===== config.mk =====
export PLATFORM = sky130hd
export DESIGN_NAME = dfr_readout_flat
export DESIGN_NICKNAME = d
export VERILOG_FILES = /design/src/rtl/dfr_readout_if.sv /design/src/rtl/dfr_readout.sv /design/src/flat_wrapper.sv
export SDC_FILE = /design/constraint.sdc
export NUM_CORES = 2
export LEC_CHECK = 0
export ABC_AREA = 1
export BUFFER_PORTS_ARGS = -buffer_cell sky130_fd_sc_hd__buf_4
export CAP_MARGIN = 20
export CORE_MARGIN = 2
export CORE_UTILIZATION = 45
export CTS_CLUSTER_DIAMETER = 50
export DETAILED_ROUTE_END_ITERATION = 8
export PLACE_DENSITY = 0.6
export SYNTH_ARGS = -nofsm -noshare
export SYNTH_HDL_FRONTEND = slang
export SYNTH_SLANG_ARGS = --single-unit
export TNS_END_PERCENT = 1

===== constraint.sdc =====
create_clock -name clk -period 9.85 [get_ports clk]
set_input_delay 1.97 -clock clk [delete_from_list [all_inputs] [get_ports clk]]
set_output_delay 1.97 -clock clk [all_outputs]
set_load 0.1 [all_outputs]

===== src/rtl/dfr_readout_if.sv =====
// dfr_readout_if: frame control, weight load and result bus of the reservoir readout layer.
interface dfr_readout_if #(
    parameter int DATA_WIDTH   = 32,
    parameter int WEIGHT_WIDTH = 32,
    parameter int ACC_WIDTH    = 64,
    parameter int ADDR_WIDTH   = 4
);
    logic                    start;
    logic                    node_valid;
    logic [DATA_WIDTH-1:0]   node_din;
    logic                    weight_wr_en;
    logic [ADDR_WIDTH-1:0]   weight_addr;
    logic [WEIGHT_WIDTH-1:0] weight_din;
    logic                    busy;
    logic                    y_valid;
    logic [ACC_WIDTH-1:0]    y_dout;

    modport master (
        output start, node_valid, node_din, weight_wr_en, weight_addr, weight_din,
        input  busy, y_valid, y_dout
    );

    modport slave (
        input  start, node_valid, node_din, weight_wr_en, weight_addr, weight_din,
        output busy, y_valid, y_dout
    );
endinterface


===== src/rtl/dfr_readout.sv =====
// dfr_readout: saturating dot product of one frame of node states with loaded output weights.
module dfr_readout #(
    parameter int VIRTUAL_NODES = 10,
    parameter int DATA_WIDTH    = 32,
    parameter int WEIGHT_WIDTH  = 32,
    parameter int ACC_WIDTH     = 64,
    parameter int ADDR_WIDTH    = $clog2(VIRTUAL_NODES)
) (
    input logic         clk,
    input logic         rst,
    dfr_readout_if.slave rd
);
    localparam int PW = DATA_WIDTH + WEIGHT_WIDTH;
    localparam logic [ADDR_WIDTH-1:0] LAST = ADDR_WIDTH'(VIRTUAL_NODES - 1);

    typedef enum logic [1:0] {IDLE, ACCUM, DONE} state_t;

    state_t                  state_q;
    logic [ADDR_WIDTH-1:0]   idx_q;
    logic [ACC_WIDTH-1:0]    acc_q, acc_d, y_dout_q;
    logic                    y_valid_q, busy_q;
    logic [WEIGHT_WIDTH-1:0] weight_q [VIRTUAL_NODES];
    logic [PW-1:0]           prod;
    logic [ACC_WIDTH:0]      sum;

    // The carry out of the widened sum flags overflow; adding to all-ones keeps it saturated.
    always_comb begin
        prod  = PW'(rd.node_din) * PW'(weight_q[idx_q]);
        sum   = {1'b0, acc_q} + (ACC_WIDTH + 1)'(prod);
        acc_d = sum[ACC_WIDTH] ? '1 : sum[ACC_WIDTH-1:0];
    end

    always_ff @(posedge clk) begin
        if (rst) begin
            state_q   <= IDLE;
            idx_q     <= '0;
            acc_q     <= '0;
            y_dout_q  <= '0;
            y_valid_q <= 1'b0;
            busy_q    <= 1'b0;
            for (int i = 0; i < VIRTUAL_NODES; i++) weight_q[i] <= '0;
        end else begin
            if (rd.weight_wr_en && rd.weight_addr <= LAST) weight_q[rd.weight_addr] <= rd.weight_din;
            y_valid_q <= 1'b0;
            case (state_q)
                IDLE: if (rd.start) begin
                    state_q <= ACCUM;
                    acc_q   <= '0;
                    idx_q   <= '0;
                    busy_q  <= 1'b1;
                end
                ACCUM: if (rd.start) begin
                    acc_q <= '0;
                    idx_q <= '0;
                end else if (rd.node_valid) begin
                    acc_q <= acc_d;
                    if (idx_q == LAST) begin
                        // Result is published on the edge entering DONE so it lines up with y_valid.
                        state_q   <= DONE;
                        idx_q     <= '0;
                        y_dout_q  <= acc_d;
                        y_valid_q <= 1'b1;
                    end else begin
                        idx_q <= idx_q + ADDR_WIDTH'(1);
                    end
                end
                DONE: begin
                    state_q <= rd.start ? ACCUM : IDLE;
                    busy_q  <= rd.start;
                    acc_q   <= '0;
                    idx_q   <= '0;
                end
                default: begin
                    state_q <= IDLE;
                    busy_q  <= 1'b0;
                end
            endcase
        end
    end

    assign rd.busy    = busy_q;
    assign rd.y_valid = y_valid_q;
    assign rd.y_dout  = y_dout_q;
endmodule


===== src/flat_wrapper.sv =====
// flat-port wrapper written by rule: the top's interface ports become plain ports
module dfr_readout_flat 
#(
    parameter int VIRTUAL_NODES = 10,
    parameter int DATA_WIDTH    = 32,
    parameter int WEIGHT_WIDTH  = 32,
    parameter int ACC_WIDTH     = 64,
    parameter int ADDR_WIDTH    = $clog2(VIRTUAL_NODES)
)
  (clk, rst, rd_start, rd_node_valid, rd_node_din, rd_weight_wr_en, rd_weight_addr, rd_weight_din, rd_busy, rd_y_valid, rd_y_dout);
  dfr_readout_if #(.DATA_WIDTH(DATA_WIDTH), .WEIGHT_WIDTH(WEIGHT_WIDTH), .ACC_WIDTH(ACC_WIDTH), .ADDR_WIDTH(ADDR_WIDTH)) rd_i ();
  input logic clk;
  input logic rst;
  input wire logic [$bits(rd_i.start)-1:0] rd_start;
  input wire logic [$bits(rd_i.node_valid)-1:0] rd_node_valid;
  input wire logic [$bits(rd_i.node_din)-1:0] rd_node_din;
  input wire logic [$bits(rd_i.weight_wr_en)-1:0] rd_weight_wr_en;
  input wire logic [$bits(rd_i.weight_addr)-1:0] rd_weight_addr;
  input wire logic [$bits(rd_i.weight_din)-1:0] rd_weight_din;
  output wire logic [$bits(rd_i.busy)-1:0] rd_busy;
  output wire logic [$bits(rd_i.y_valid)-1:0] rd_y_valid;
  output wire logic [$bits(rd_i.y_dout)-1:0] rd_y_dout;
  assign rd_i.start = rd_start;
  assign rd_i.node_valid = rd_node_valid;
  assign rd_i.node_din = rd_node_din;
  assign rd_i.weight_wr_en = rd_weight_wr_en;
  assign rd_i.weight_addr = rd_weight_addr;
  assign rd_i.weight_din = rd_weight_din;
  assign rd_busy = rd_i.busy;
  assign rd_y_valid = rd_i.y_valid;
  assign rd_y_dout = rd_i.y_dout;
  dfr_readout #(.VIRTUAL_NODES(VIRTUAL_NODES), .DATA_WIDTH(DATA_WIDTH), .WEIGHT_WIDTH(WEIGHT_WIDTH), .ACC_WIDTH(ACC_WIDTH), .ADDR_WIDTH(ADDR_WIDTH)) u_core (.clk(clk), .rst(rst), .rd(rd_i));
endmodule

# After elaboration in Yosys (flattened, before gate mapping)
# Memory sizes are Yosys's and may differ from the RTL's. A register that Yosys moved wholly into a read port is not among the register bits.
# Index checks and enable logic that the tools add are counted.
[classes] bitwise=3 eq_ne=8 muxes=29 n_addsub=2 n_reduce_logical=9 n_lt_le_gt_ge=1 n_mul=1
[ops] operator="$mux 64" count=4
[ops] operator="$pmux 64 s3" count=1
[ops] operator="$add 64x64->65" count=1
[ops] operator="$mul 32x32->64" count=1
[ops] operator="$mux 32" count=1
[ops] operator="$reduce_or 32->1" count=1
[ops] operator="$mux 4" count=7
[ops] operator="$pmux 4 s3" count=1
[ops] operator="$mux 1" count=9
[ops] operator="$mux 2" count=4
[ops] operator="$reduce_and 4->1" count=2
[ops] operator="$ne 2x2->1 const B" count=3
[ops] operator="$pmux 2 s3" count=1
[ops] operator="$add 4x1->4 const B" count=1
[ops] operator="$eq 4x4->1 const B" count=1
[ops] operator="$le 4x4->1 const B" count=1
[ops] operator="$reduce_or 4->1" count=1
[ops] operator="$ne 3x3->1 const B" count=1
[ops] operator="$not 1->1" count=3
[ops] operator="$pmux 1 s3" count=1
[ops] operator="$reduce_and 3->1" count=1
[ops] operator="$reduce_bool 3->1" count=1
[ops] operator="$eq 2x1->1 const B" count=1
[ops] operator="$eq 2x2->1 const B" count=1
[ops] operator="4 further kinds" count=4
[word_totals] reg_bits=136 ram_bits=320 memories=1
[mem_list] memory="u_core.weight_q" words=10 width=32 read_ports=1 rd_ports_with_merged_regs=1 wr=10 line_no="dfr_readout.sv:22" source="logic [WEIGHT_WIDTH-1:0] weight_q [VIRTUAL_NODES];"

# Longest topological paths before layout
[logic_depth] depth_word=7 ltp_mapped=46 ltp_nobuf=42

# Worst setup path after synthesis
# Ideal clock, no wire load.
[synth_timing] path_kind="input to register" from="in rd_node_din[14]" to="reg u_core.y_dout_q[7], in the netlist u_core.rd.y_dout[7]" stages=35 slack_ns=1.230 required_time_ns=9.737 arrival_time_ns=8.507 path_cell_list="clkbuf_1 inv_1 clkbuf_1 nor2_1 fa_1 inv_1 fa_1 inv_1 fa_1 inv_1 fa_1 inv_1 fa_1 inv_1 fa_1 inv_1 fa_1 inv_1 fa_1 inv_1 ha_1 nand2_2 nor2_2 nand2_1 nor3_2 nand2_2 nand2_2 nand2_2 nand2_2 nand2_4 nand2_8 buf_12 nand2_4 o21ai_1 inv_1"
[synth_via] elab_chain_cells=3
[synth_lines] element="from (decl)" line_no="flat_wrapper.sv:16" source="input wire logic [$bits(rd_i.node_din)-1:0] rd_node_din;"
[synth_lines] element="$mul 32x32->64" line_no="dfr_readout.sv:28" source="prod = PW'(rd.node_din) * PW'(weight_q[idx_q]);"
[synth_lines] element="$add 64x64->65" line_no="dfr_readout.sv:29" source="sum = {1'b0, acc_q} + (ACC_WIDTH + 1)'(prod);"
[synth_lines] element="$mux 64" line_no="dfr_readout.sv:30" source="acc_d = sum[ACC_WIDTH] ? '1 : sum[ACC_WIDTH-1:0];"
[synth_lines] element="to (signal assigned)" line_no="dfr_readout.sv:38" source="y_dout_q <= '0;"
[synth_lines] element="to (signal assigned)" line_no="dfr_readout.sv:61" source="y_dout_q <= acc_d;"
[synth_lines] element="to (decl)" line_no="dfr_readout.sv:20" source="logic [ACC_WIDTH-1:0] acc_q, acc_d, y_dout_q;"
# No other way between the ends.
# A chain may end at the register's enable or synchronous reset.

==> flow_metrics.py <==
metrics = {
    "logic_synthesis": {
        "synth-xor-area-share_pct": 0.4929,
        "yosys-mux-area-fraction_pct": 2.003,
        "synth_compound_area_share_pct": 5.960,
        "yosys.area_share.simple_pct": 15.30,
        "syn_area_um2": 63960,
        "synth_cells": 7223,
        "yosysSeqAreaShare_pct": 28.42,
        "synth-seq-cells": 652,
        "synth_adder_area_share_pct": 34.97,
        "synth_top_family_by_area": "adder cells",
        "syn_area_per_cell_um2": 8.856,
        "synth.distinct_cells": 45,
        "synth_warnings": 0,
    },
    "placement": {
        "dpl.cell_count": 9310,
        "placed_area_um2": 68320,
        "dp_slack_ps": 311.3,
        "hpwl_mm": 152.0,
        "port_buffers": 138,
        "gp_congestion": 0.9919,
    },
    "min_path": {
        "hold_end": "u_core.acc_q[15]",
        "min_path_type": "flop to flop",
        "hp-start": "u_core.acc_q[15]",
        "hold_depth": 2,
    },
    "grt": {
        "grt_start_max_net_pins": 92,
        "grt_first_pass_wirelength_mm": 300.0,
        "global_route.overflow_total": 0,
        "antenna_found_initial": 6,
        "grt_pass1_vias": 49430,
        "grtUsageTotal_pct": 27.53,
    },
    "job": {
        "maxCapViolCount": 0,
    },
    "die": {
        "io_pins": 139,
        "die_x_um": 381.0,
        "die_area_um2": 145200,
        "start_util_pct": 45.29,
        "die_h_um": 381.0,
        "core-area_um2": 141200,
        "row_count": 138,
    },
    "routing": {
        "ant_nets": 0,
        "viasPerCell": 5.107,
        "drc": 0,
        "firstDrtPassIters": 5,
        "dr_total_vias": 48310,
        "dr.first_iter.drc_count": 3376,
        "wl_per_cell_um": 20.87,
        "routed_wl_mm": 197.4,
    },
    "finish": {
        "final-seq-area_um2": 18190,
        "final_cells": 9459,
        "fin_area_um2": 70990,
        "multi_input_area_um2": 38310,
        "final_cell_mix": "inv_1 (1733), nand2_1 (1327), fa_1 (961)",
        "final_nets": 8786,
        "final_common_cell": "inv_1",
        "fillers": 13590,
        "syn2layout_area_growth_pct": 10.98,
        "drive_gt1_share_pct": 8.392,
    },
    "critical_path": {
        "cp.required_ps": 10400,
        "r2r_cells": 34,
        "crit_path_end_kind": "flop",
        "arrival_ps": 9830,
        "reg2reg_to": "u_core.rd.y_dout[63]",
        "ff2ff_setup_slack_ps": 570,
        "cp_slowest_cell": "inv_1",
        "cp_slowest_stage_delay_ps": 710,
        "crit_fanout": 43,
        "cp_common_cell": "fa_1",
        "critPathKind": "flop to flop",
        "startpoint_type": "flop",
    },
    "clocking": {
        "clock_sinks": 652,
        "tritoncts": "built",
        "clock_latency_ps": 690,
        "cts_setup_buffers": 0,
        "cts_inserted_buffers": 80,
        "cts_hold_buf": 0,
        "htreeDepth": 3,
        "cts_resized": 0,
        "clkSlewWorstSetupHoldPaths_ps": 60,
        "clock_path_buffers": 3,
        "root_buffer": "clkbuf_16",
    },
    "sta": {
        "hold_viol_final": 0,
        "max-slew-margin-rel_pct": 30.92,
        "fin_ws_ps": 573.9,
        "fmax_mhz": 107.8,
        "rsz0062_at_grt": "false",
        "fin_skew_ps": 46.38,
        "fin_setup_tns_ps": 0,
        "max_slew.worst_pin.slew_ps": 1036,
        "drv_slew": 0,
        "setup_viol": 0,
        "period_needed_ps": 9276,
        "post-route-period-util_pct": 94.17,
    },
    "status": {
        "status": "finished, final reports clean",
    },
}
-- how the worst max path moves through the flow --
stage | from | endpoint | slack, ps
finish | flop | u_core.rd.y_dout[63] | 570
global route | flop | u_core.rd.y_dout[63] | 70
CTS | flop | u_core.rd.y_dout[41] | 570
detailed placement | rd_node_din[15] | u_core.acc_q[41] | 310
global placement | rd_node_din[15] | u_core.acc_q[41] | 330
floorplan | rd_node_din[14] | u_core.rd.y_dout[7] | 1230
-- logic make-up (layout without fill, tap and decap cells) --
| kind of cell | count (synthesis) | count (layout) |
|---|---|---|
| other | 1 | 194 |
| buffers and inverters | 2107 | 2260 |
| and+or+nand+nor | 2420 | 2420 |
| DFF | 652 | 652 |
| xor gates and xnor gates | 36 | 36 |
| muxes | 128 | 128 |
| AOI/OAI and AO/OA | 668 | 668 |
| adders and majority gates | 1211 | 1211 |
-- flip-flops by register name (all words and copies together) (netlist names), named ones only --
signal and cells:
u_core.idx_q 4, u_core.rd.y_dout 64, u_core.rd.busy 1, u_core.rd.y_valid 1
u_core.acc_q 64, u_core.weight_q 512, u_core.state_q 2
-- critical path: cells and delay by family (launching register included) --
| kind | cells | cell delay (ps) |
|---|---|---|
| flip-flops | 1 | 480 |
| buffers and inverters | 10 | 2030 |
| AO/OA/AOI/OAI | 2 | 320 |
| AND/OR/NAND/NOR | 13 | 1680 |
| adder cells (fa/ha/maj) | 9 | 4580 |
-- synth_stat cells (all sizes together) --
master,n,share of area (%)
and3,1,0.0098
fa,961,30
o21ai,230,1.8
edfxtp,512,24
o211ai,128,1.5
nor3,22,0.20
nand2,1419,9.0
buf,151,1.4
o311ai,1,0.014
clkinv,13,0.076
mux2i,128,2.0
nor4,3,0.029
nand3,100,0.79
inv,1755,10
xnor2,31,0.42
a21oi,305,2.6
ha,250,4.9
clkbuf,188,1.1
a211oi,1,0.012
or2,2,0.020
xor2,5,0.068
nand4,20,0.20
nand3b,2,0.029
conb,1,0.0059
o21bai,3,0.035
dfxtp,140,4.4
nor2,850,5.1
and2,1,0.0098
-- through the flow --
step	util (%)	hold slack, ps
3_3_place_gp	48.37	454.2
5_1_grt	50.26	486.5
2_1_floorplan	-	445.3
4_1_cts	50.26	465.7
3_5_place_dp	48.37	456.7
6_report	50.26	464.1
-- layer usage --
metal  track usage (%)  vias to the layer above  wire (µm)
li1                  -                    21960          -
met1             34.31                    24140      75910
met2             46.25                     1742      95910
met3             4.742                      455      14350
met4             13.62                       10      11150
met5                 0                        -         63
-- layout make-up --
class / count / area share, %
well taps: 1890 / 3.331
diodes: 2 / 0.007050
flip-flops and latches: 652 / 25.62
multi-input cells: 4655 / 53.96
inverters: 1768 / 9.352
clock inverters: 49 / 0.7861
repair buffers: 345 / 3.971
clock buffers: 98 / 2.972
Power is not shown: default switching activity piles up to over one toggle a cycle in this logic, so the estimate is an artifact.
